==> src/rtl/uart_rx_ctrl.sv <==
// UART receive sequencing controller.
// Qualifies a start bit at its half-bit point, then times each data, parity and stop bit.
// It drives start/btu/done strobes into the receive datapath.
module uart_rx_ctrl #(
   parameter int unsigned CNT_W = 19
) (
   input  logic             i_clk,
   input  logic             i_rst_n,
   input  logic             i_rx,
   input  logic [CNT_W-1:0] i_baud_k,
   input  logic             i_eight,
   input  logic             i_pen,
   output logic             o_start,
   output logic             o_btu,
   output logic             o_done,
   output logic             o_busy
);

   typedef enum logic [1:0] {StIdle, StStartChk, StReceive} state_e;

   state_e           state_q, state_d;
   logic [CNT_W-1:0] cnt_q, cnt_d;
   logic [CNT_W-1:0] k_q, k_d;
   logic [3:0]       bit_cnt_q, bit_cnt_d;
   logic [3:0]       n_q, n_d;
   logic             btu_q, btu_d;
   logic             done_q, done_d;
   logic [CNT_W-1:0] half_last;
   logic [CNT_W-1:0] bit_last;

   // Terminal counts derive from the k latched at start-bit detection, never the live input.
   assign half_last = (k_q >> 1) - CNT_W'(1);
   assign bit_last  = k_q - CNT_W'(1);

   // State, counters, latched configuration and registered strobes.
   always_ff @(posedge i_clk or negedge i_rst_n) begin
      if (!i_rst_n) begin
         state_q   <= StIdle;
         cnt_q     <= '0;
         k_q       <= '0;
         bit_cnt_q <= '0;
         n_q       <= '0;
         btu_q     <= 1'b0;
         done_q    <= 1'b0;
      end else begin
         state_q   <= state_d;
         cnt_q     <= cnt_d;
         k_q       <= k_d;
         bit_cnt_q <= bit_cnt_d;
         n_q       <= n_d;
         btu_q     <= btu_d;
         done_q    <= done_d;
      end
   end

   // Next-state, counter sequencing and look-ahead decode of the btu/done strobes.
   always_comb begin
      state_d   = state_q;
      cnt_d     = cnt_q;
      k_d       = k_q;
      bit_cnt_d = bit_cnt_q;
      n_d       = n_q;
      btu_d     = 1'b0;
      done_d    = 1'b0;

      unique case (state_q)
         StIdle: begin
            cnt_d     = '0;
            bit_cnt_d = '0;
            if (!i_rx) begin
               state_d = StStartChk;
               k_d     = (i_baud_k < CNT_W'(2)) ? CNT_W'(2) : i_baud_k;
               n_d     = 4'd8 + {3'b000, i_eight} + {3'b000, i_pen};
            end
         end
         StStartChk: begin
            if (cnt_q == half_last) begin
               cnt_d = '0;
               if (!i_rx) begin
                  state_d   = StReceive;
                  bit_cnt_d = '0;
               end else begin
                  state_d = StIdle;
               end
            end else begin
               cnt_d = cnt_q + CNT_W'(1);
            end
         end
         StReceive: begin
            if (cnt_q == bit_last) begin
               cnt_d     = '0;
               bit_cnt_d = bit_cnt_q + 4'd1;
               if (bit_cnt_d == n_q) begin
                  state_d = StIdle;
               end
            end else begin
               cnt_d = cnt_q + CNT_W'(1);
            end
         end
         default: begin
            state_d = StIdle;
            cnt_d   = '0;
         end
      endcase

      // Strobes are registered: assert them one cycle ahead of the counter reaching terminal.
      // k_q >= 2 whenever RECEIVE is entered, so a freshly cleared counter never matches.
      btu_d  = (state_d == StReceive) && (cnt_d == bit_last);
      done_d = btu_d && (bit_cnt_d == (n_q - 4'd1));
   end

   assign o_start = (state_q == StStartChk);
   assign o_busy  = (state_q != StIdle);
   assign o_btu   = btu_q;
   assign o_done  = done_q;

endmodule

==> config.mk <==
export PLATFORM = sky130hd
export DESIGN_NAME = uart_rx_ctrl
export DESIGN_NICKNAME = d
export VERILOG_FILES = /design/src/rtl/uart_rx_ctrl.sv
export SDC_FILE = /design/constraint.sdc
export NUM_CORES = 1
export LEC_CHECK = 0
export CELL_PAD_IN_SITES_DETAIL_PLACEMENT = 1
export CELL_PAD_IN_SITES_GLOBAL_PLACEMENT = 1
export CORE_ASPECT_RATIO = 0.7
export CORE_MARGIN = 1
export CORE_UTILIZATION = 30
export DETAILED_ROUTE_END_ITERATION = 16
export PLACE_DENSITY_LB_ADDON = 0.1
export SYNTH_ARGS = -nofsm -noshare
export SYNTH_HDL_FRONTEND = slang
export SYNTH_SLANG_ARGS = --single-unit
==> constraint.sdc <==
create_clock -name i_clk -period 8.95 [get_ports i_clk]
set_input_delay 1.79 -clock i_clk [delete_from_list [all_inputs] [get_ports i_clk]]
set_output_delay 1.79 -clock i_clk [all_outputs]
set_load 0.02 [all_outputs]
# [Yosys cells after proc, flatten, opt, wreduce, memory -nomap -nowiden]
# Index checks and enable logic that the tools add are counted.
[word_totals] out_inout_bits=4 in_bits=24 regBits=50
[classes] eq_ne=8 order_cmp=1 bitwise_logic=1 n_reduce_logical=5 add_sub_neg=7 n_mux=14
[op_table] operator="19-bit equality test" n=3
[op_table] operator="19-bit 2-to-1 mux" n=3
[op_table] operator="19-bit case mux with 2 select lines" n=1
[op_table] operator="19-bit by 1-bit adder with 19-bit output (second input constant)" n=1
[op_table] operator="19-bit by 2-bit less-than comparator with 1-bit output (second input constant)" n=1
[op_table] operator="18-bit by 1-bit subtractor with 19-bit output (second input constant)" n=1
[op_table] operator="19-bit by 1-bit subtractor with 19-bit output (second input constant)" n=1
[op_table] operator="4-bit 2-to-1 mux" n=3
[op_table] operator="4-bit case mux with 3 select lines" n=1
[op_table] operator="2-bit 2-to-1 mux" n=5
[op_table] operator="4-bit equality test" n=2
[op_table] operator="2-bit case mux with 3 select lines" n=1
[op_table] operator="4-bit by 1-bit adder with 4-bit output" n=1
[op_table] operator="4-bit by 1-bit adder with 4-bit output (first input constant)" n=1
[op_table] operator="4-bit by 1-bit adder with 4-bit output (second input constant)" n=1
[op_table] operator="2-bit equality test (second input constant)" n=2
[op_table] operator="4-bit by 1-bit subtractor with 4-bit output (second input constant)" n=1
[op_table] operator="2-bit by 1-bit equality test with 1-bit output (second input constant)" n=1
[op_table] operator="1-bit logical AND" n=2
[op_table] operator="2-bit logical NOT" n=1
[op_table] operator="2-bit AND reduction" n=1
[op_table] operator="2-bit nonzero test" n=1
[op_table] operator="1-bit NOT" n=1

# [Logic depth before layout (Yosys ltp)]
# Gate-level depths: netlist (run 1).
[logic_depth] ltp_word=8 ltp_mapped=16

# [Worst setup path after synthesis (run 1)]
# Ideal clock, no wire load.
[synth_path] kind="register to register" start="register k_q[0]" end="register done_q, in the netlist o_done" arrival_time_ns=3.963 synth_period_minus_slack_ns=4.058 stages_incl_launch_ff=16 t_required_ns=8.855 setup_slack_ns=4.892 cell_sequence="dfrtp_1 inv_1 ha_1 or3b_2 nor4_2 xnor3_1 o2111ai_1 or4_1 or3_1 buf_6 a22oi_4 buf_6 nand3b_1 a32oi_1 o221ai_2 nor4b_2"
[synth_via] elab_chain_len=7 elab_cells_between_ends=13 cone_classes="add/sub (1); eq/ne (4); mux (6); reduce/logical (2)"
[synth_rtl] item="from (decl)" line="23" text="logic [CNT_W-1:0] k_q, k_d;"
[synth_rtl] item="from (signal assigned)" line="48" text="k_q <= k_d;"
[synth_rtl] item="19-bit by 1-bit subtractor with 19-bit output *" line="33" text="assign bit_last = k_q - CNT_W'(1);"
[synth_rtl] item="19-bit equality test" line="90" text="if (cnt_q == bit_last) begin"
[synth_rtl] item="19-bit 2-to-1 mux / 2-bit 2-to-1 mux (equally long branches)" line="90"
[synth_rtl] item="19-bit case mux with 2 select lines / 2-bit case mux with 3 select lines (equally long branches)" line="66" text="unique case (state_q)"
[synth_rtl] item="19-bit equality test / 2-bit equality test (equally long branches)" line="108" text="btu_d = (state_d == StReceive) && (cnt_d == bit_last);"
[synth_rtl] item="1-bit logical AND" line="108"
[synth_rtl] item="1-bit logical AND *" line="109" text="done_d = btu_d && (bit_cnt_d == (n_q - 4'd1));"
[synth_rtl] item="net done_d" line="27" text="logic done_q, done_d;"
[synth_rtl] item="to (signal assigned)" line="52" text="done_q <= done_d;"
[synth_rtl] item="to (decl)" line="27"
# Mark *: on every way through the listed nets, which the timed path passes. The rest lies on a longest branch.
# A chain may end at the register's enable or synchronous reset.

# [Worst setup path in the final report (run 1)]
# Same ends and word-level chain as after synthesis.

==> flow_summary_export.csv, run 1 <==
group,metric,value,unit
route,ant_nets,0,
floorplan,rows,37,
placement,hpwl,13000,um
yosys,netlist_area,0.00460,mm2
setup_path,worstPathRequired,9150,ps
pwr,p_sw,0.000692,W
setup_path,cp_top_family,"simple AND/OR/NAND/NOR gates",
placement,gp_congestion,0.845,
sta,maxSlewViolCount,0,
setup_path,crit_arrival,5340,ps
grt,use_met3,2.81,%
pwr,irDropWorstVdd,0.000139,V
floorplan,coreArea,0.0148,mm2
route,drt_pass1_iterations,5,
floorplan,start_util,31.0,%
setup_path,cp-end-kind,"flop",
clock_tree,clock_path_buffers,2,
clock_tree,cts_hold_buf,0,
sta,fin_crit_sh,57.4,%
clock_tree,cts_repair_resize_count,0,
grt,grt_busiest_layer,"met1",
sta,fin_hold_ws,535,ps
yosys,synth_top_cells_by_area,"dfrtp_1, xnor2_1, xor2_1, nor2_1, mux2_2",
route,routedWlPerCell,22.1,um
pwr,swShare,49.6,%
yosys,syn_nets,575,
route,drtIter0Drc,244,
route,vias,4111,
sta,final_hold_viol_count,0,
route,wirelength,16300,um
grt,grt_pass1_wl,25500,um
yosys,yosysTopAreaCell,"dfrtp_1",
route,viasPerCell,5.57,
floorplan,pin_count,28,
layout,area_growth,11.3,%
pwr,power_frac_seq,33.2,%
clock_tree,clockRootBuffer,"clkbuf_16",
yosys,synth_top_area_share,26.7,%
placement,port_buffers,27,
yosys,ys.flop_type,"dfrtp_1",
grt,overflow,0,
sta,clock.fmax,0.195,GHz
yosys,syn_inst,541,
sta,tightestPinTransition,745,ps
yosys,synth_area_per_cell,8.49,um2
sta,setup_viol,0,
layout,fin_nets,576,
worst_hold_path,hp-class,"reg -> reg",
setup_path,crit_fanout,27,
grt,grtUsageMet2,31.6,%
pwr,intPower,0.000704,W
grt,grt_max_degree,50,
setup_path,cp_slowest_cell,"a22oi_4",
setup_path,max_stage_delay,700,ps
yosys,ys_ff_latch,49,
clock_tree,cts.clk_slew.worst_paths,70,ps
yosys,ys_seq_area_share,26.7,%
sta,max_slew_margin,49.7,%
floorplan,fp.dieW,150,um
layout,finish.utilization,34.5,%
grt,grt_use_met1,33.8,%
yosys,async_flop_share,100,%
sta,post-route-min-period,5130,ps
layout,diodes,0,
yosys,ys_types,75,
sta,finalSetupTns,0,ps
pwr,powerDensity,273,mW/mm2
pwr,power_frac_comb,52.4,%
layout,n_fill_cell,1762,
job,cap_violations,0,
clock_tree,clkLatencyLatePin,300,ps
sta,rsz0062_at_grt,"false",
floorplan,die_height,106,um
yosys,synth_edf_count,0,
setup_path,critical_path.n_buffers_inverters,1,
grt,gr-usage-all-layers,21.8,%
clock_tree,cts_tree,"yes",
setup_path,path_cells,"inv_1, ha_1, or3b_2, nor4_2, xnor3_1, o2111ai_1, or4_1, or3_1, a22oi_4, o211ai_1, a22oi_1, o221ai_1, nor4b_2",
clock_tree,h-tree-depth,2,
clock_tree,cts_sinks,49,
layout,drive_above_1_share,9.94,%
run_status,outcome,"completed",
setup_path,startpoint_type,"flop",
yosys,yosysWarningCount,0,
pwr,clockPowerShare,14.5,%
grt,antenna_found_initial,1,
sta,clock_skew,9.49,ps
pwr,power.leakage,1.85,nW
floorplan,die_area,0.0158,mm2
grt,grt_pass1_vias,4161,
route,drc,0,
clock_tree,cts_setup_buffers,0,
setup_path,critPathKind,"reg -> reg",
clock_tree,cts_inserted_buffers,5,
per-stage QoR:
step	total power (W)	instance area (um2)	std cells	worst slack (ps)
6_report	0.00140	5110	738	3820
5_1_grt	0.00150	5110	738	3460
4_1_cts	0.00140	5110	738	3820
3_5_place_dp	0.00119	4960	730	3850
3_3_place_gp	0.00117	4960	730	3930
2_1_floorplan	0.000966	4600	541	4890
placed cells by master (no fill, tap or decap), types with 3 or more instances in the layout:
master           synthesis  final
inv_1                   19     19
nor3b_1                  4      4
clkdlybuf4s50_1          0     26
o22ai_1                  4      4
xnor2_1                 47     47
nor4_2                   3      3
a22oi_1                  3      3
mux2i_1                  3      3
nor2_1                  53     52
xor2_1                  35     35
dfrtp_1                 49     49
a21oi_1                  8      8
or2_2                    7      7
nor2b_1                 12     12
o21ai_0                 14     14
ha_1                    10     10
nor3_1                  17     17
clkbuf_16                0      5
nand2b_1                 9      9
nand3_1                 26     26
nand2_1                 40     40
o31ai_1                  3      3
nand4_1                  9      9
and2_1                   8      8
mux2_2                  17     17
or3_1                    6      6
and4_1                   5      5
or4_1                    8      8
nor4_1                  13     13
o32ai_1                  3      3
a31oi_1                 11     11
o211ai_1                 3      3
path summary, 6_finish.rpt:
path | slack, ps | startpoint | end | cells after the start
worst min-delay path | 530 | n_q[3] | n_q[3] | 1
worst min register to register | 530 | n_q[3] | n_q[3] | 1
max in group asynchronous | 6870 | i_rst_n | k_q[0] | 2
worst max-delay path | 3820 | k_q[0] | o_done | 13
min in group asynchronous | 1610 | i_rst_n | cnt_q[18] | 2
worst max register to register | 3820 | k_q[0] | o_done | 13
power by group through the flow:
stage	registers [W]	clock network [W]	logic, W
3_5_place_dp	0.000464	0	0.000726
5_1_grt	0.000479	0.000220	0.000799
2_1_floorplan	0.000317	0	0.000649
3_3_place_gp	0.000460	0	0.000711
6_report	0.000463	0.000202	0.000731
4_1_cts	0.000460	0.000213	0.000731
cells in the mapped netlist (3+ instances only):
library cell	instances
nor2_1	53
nand2b_1	9
xnor2_1	47
buf_1	4
a22oi_1	3
dfrtp_1	49
and4_1	5
o211ai_1	3
or2_2	7
nor3b_1	4
o22ai_1	4
or3_1	6
mux2_2	17
mux2i_1	3
nand2_1	40
inv_1	19
a31oi_1	11
buf_6	3
xor2_1	35
nand4_1	9
nand3_1	26
o32ai_1	3
nor2b_1	12
nor3_1	17
o21ai_0	14
ha_1	10
nor4_2	3
or4_1	8
and2_1	8
o31ai_1	3
nor4_1	13
a21oi_1	8
clkbuf_1	25
cell type report:
cell class                      count  area (um2)  area share (%)
Sequential cell                    49        1230            24.0
Clock buffer                        6         139            2.72
Multi-Input combinational cell    438        3140            61.4
Timing Repair Buffer               29         280            5.48
Clock inverter                      2        13.8           0.269
Inverter                           19        71.3            1.39
Tap cell                          195         244            4.77
sequential cells by signal, summed over array words and instances (netlist names):
name,count
n_q,3
state_q,2
o_done,1
cnt_q,19
k_q,19
o_btu,1
bit_cnt_q,4
logic make-up (layout without fill, tap and decap cells):
group	Yosys count	count (layout)	share of synthesized area, %
and+or+nand+nor	239	239	29.3
xor gates and xnor gates	86	86	17.6
AOI/OAI and AO/OA	83	83	13.8
buffers and inverters	54	56	5.04
DFF	49	49	26.7
muxes	20	20	4.82
adders and majority gates	10	10	2.72
per-layer routing:
layer	routed length [um]	up-vias
met1	8510	2057
met5	0	-
li1	-	1943
met2	6760	100
met3	847	11
met4	175	0
Power figures use the tool's default switching activity.
==> inputs of run 2 (changes only) <==
==> constraint.sdc (replaced) <==
create_clock -name i_clk -period 4.51 [get_ports i_clk]
set_input_delay 0.902 -clock i_clk [delete_from_list [all_inputs] [get_ports i_clk]]
set_output_delay 0.902 -clock i_clk [all_outputs]
set_load 0.02 [all_outputs]
==> run 2 against run 1 <==
  * Worst hold slack better by 39 ps
  * First-iteration DRC count grew 45%
  * Register-to-register slack lost 3700 ps
  * Final cell count rose by 6.9%
  * Cell area is 8.0% higher
  * Utilization up 2.8 points
  * Clock skew shrank 4.9 ps
  * Clock power increased by 120%
  * Sequential cell count is the same
  * Die area stayed put
==> flow_summary_export.csv, run 2 (same netlist as run 1, synthesis figures left out) <==
group,metric,value,unit
floorplan,die_height,106,um
pwr,irDropWorstVdd,0.000283,V
route,wirelength,17400,um
route,viasPerCell,5.52,
placement,gp_congestion,0.864,
layout,drive_above_1_share,17.8,%
layout,diodes,0,
sta,post-route-min-period,4370,ps
grt,overflow,0,
floorplan,die_area,0.0158,mm2
route,drt_pass1_iterations,4,
run_status,outcome,"completed",
sta,setup_viol,0,
worst_hold_path,hold_depth,1,
sta,maxSlewViolCount,0,
placement,port_buffers,27,
floorplan,rows,37,
worst_hold_path,hp-class,"reg -> reg",
floorplan,start_util,31.0,%
setup_path,ff2ff_setup_slack,140,ps
sta,tightestPinTransition,689,ps
placement,detailed_place.area,0.00535,mm2
sta,rsz0062_at_grt,"false",
setup_path,critPathKind,"reg -> reg",
route,ant_nets,0,
layout,reg.largest.list,"cnt_q: 19 flops, k_q: 19 flops, bit_cnt_q: 4 flops",
placement,hpwl,14300,um
placement,place_inst,782,
sta,fin_crit_sh,97.0,%
route,drc,0,
floorplan,pin_count,28,
grt,grt_pass1_vias,4337,
clock_tree,h-tree-depth,2,
pwr,power.leakage,2.11,nW
job,cap_violations,0,
layout,layout_common_cells,"buf_4, nor2_1, dfrtp_1",
sta,final_hold_viol_count,0,
pwr,powerDensity,566,mW/mm2
sta,clock_skew,4.57,ps
route,routedWlPerCell,22.1,um
clock_tree,clockRootBuffer,"clkbuf_16",
setup_path,worstPathRequired,4720,ps
sta,clock.fmax,0.229,GHz
floorplan,fp.dieW,150,um
route,drtIter0Drc,353,
layout,fin_nets,628,
layout,area_growth,20.2,%
setup_path,crit_arrival,4580,ps
sta,finalSetupTns,0,ps
grt,grt_pass1_wl,26900,um
layout,final_common_cell,"buf_4",
floorplan,coreArea,0.0148,mm2
route,vias,4357,
layout,fin_cells,789,
layout,finish.utilization,37.3,%
grt,gr-usage-all-layers,23.2,%
sta,max_slew_margin,53.6,%
clock_tree,cts.clk_slew.worst_paths,70,ps
setup_path,startpoint_type,"flop",
clock_tree,cts_sinks,49,
setup_path,reg2reg_depth,15,
clock_tree,cts_inserted_buffers,5,
layout,design_area,0.00552,mm2
clock_tree,clkLatencyLatePin,300,ps
layout,n_fill_cell,1759,
grt,grt_max_degree,50,
grt,antenna_found_initial,0,
setup_path,cp-end-kind,"flop",
clock_tree,clock_path_buffers,2,
setup_path,crit_fanout,4,
clock_tree,cts_tree,"yes",
## run 2: critical path, stage by stage (launching register included)
cell	delay [ps]
dfrtp_1	380
inv_1	80
buf_4	130
ha_1	210
or4b_1	510
nor4_1	550
nand4_1	180
a211oi_1	380
and4b_1	330
buf_4	140
a31oi_1	110
a211o_1	350
xor2_1	170
or3_1	330
a211oi_2	200
nor4b_2	220
## run 2: worst paths after layout
path	start	end
max in group asynchronous	i_rst_n	k_q[17]
hold / removal	k_q[15]	k_q[15]
min in group asynchronous	i_rst_n	cnt_q[15]
setup / recovery	k_q[1]	o_done
hold reg to reg	k_q[15]	k_q[15]
setup reg to reg	k_q[1]	o_done
## run 2: layout make-up
cell class              count  area (um2)  share of cell area (%)
multi-input cells         438        3150                    57.0
flip-flops and latches     49        1230                    22.2
repair buffers             81         671                    12.1
well taps                 195         244                    4.42
clock buffers               5         125                    2.27
inverters                  19        71.3                    1.29
clock inverters             2        38.8                   0.702
## run 2: stage by stage
stage	hold WS (ps)	worst slack, ps	total power [W]
after floorplan	504	452	0.00192
after global placement	565	275	0.00263
after detailed placement	569	222	0.00266
after CTS	586	164	0.00312
after global routing	607	12.6	0.00333
final	574	137	0.00313
## run 2: routing by layer
layer	track usage [%]	up-vias	routed length, um
met4	3.75	0	124
met1	38.1	2203	9240
li1	-	2050	-
met2	31.3	95	6860
met3	3.07	9	1170
met5	0	-	0
## run 2: power breakdown
group          internal, W  switching (W)  total [W]
clock             0.000261       0.000188   0.000449
sequential        0.000545       0.000134   0.000679
combinational     0.000838        0.00116    0.00200
total              0.00165        0.00148    0.00313
## run 2: timing repair
action / CTS / global route
hold buffers: 0 / 0
endpoints found under the setup margin: 0 / 1
gates resized for setup: 0 / 2
setup buffers: 0 / 0
==> inputs of run 3 (changes only) <==
--- a/config.mk
+++ b/config.mk
@@ -15,3 +15,4 @@
 export SYNTH_ARGS = -nofsm -noshare
 export SYNTH_HDL_FRONTEND = slang
 export SYNTH_SLANG_ARGS = --single-unit
+export TNS_END_PERCENT = 1
==> results of run 3 <==
Final layout, timing and power as in run 2 (identical DEF).
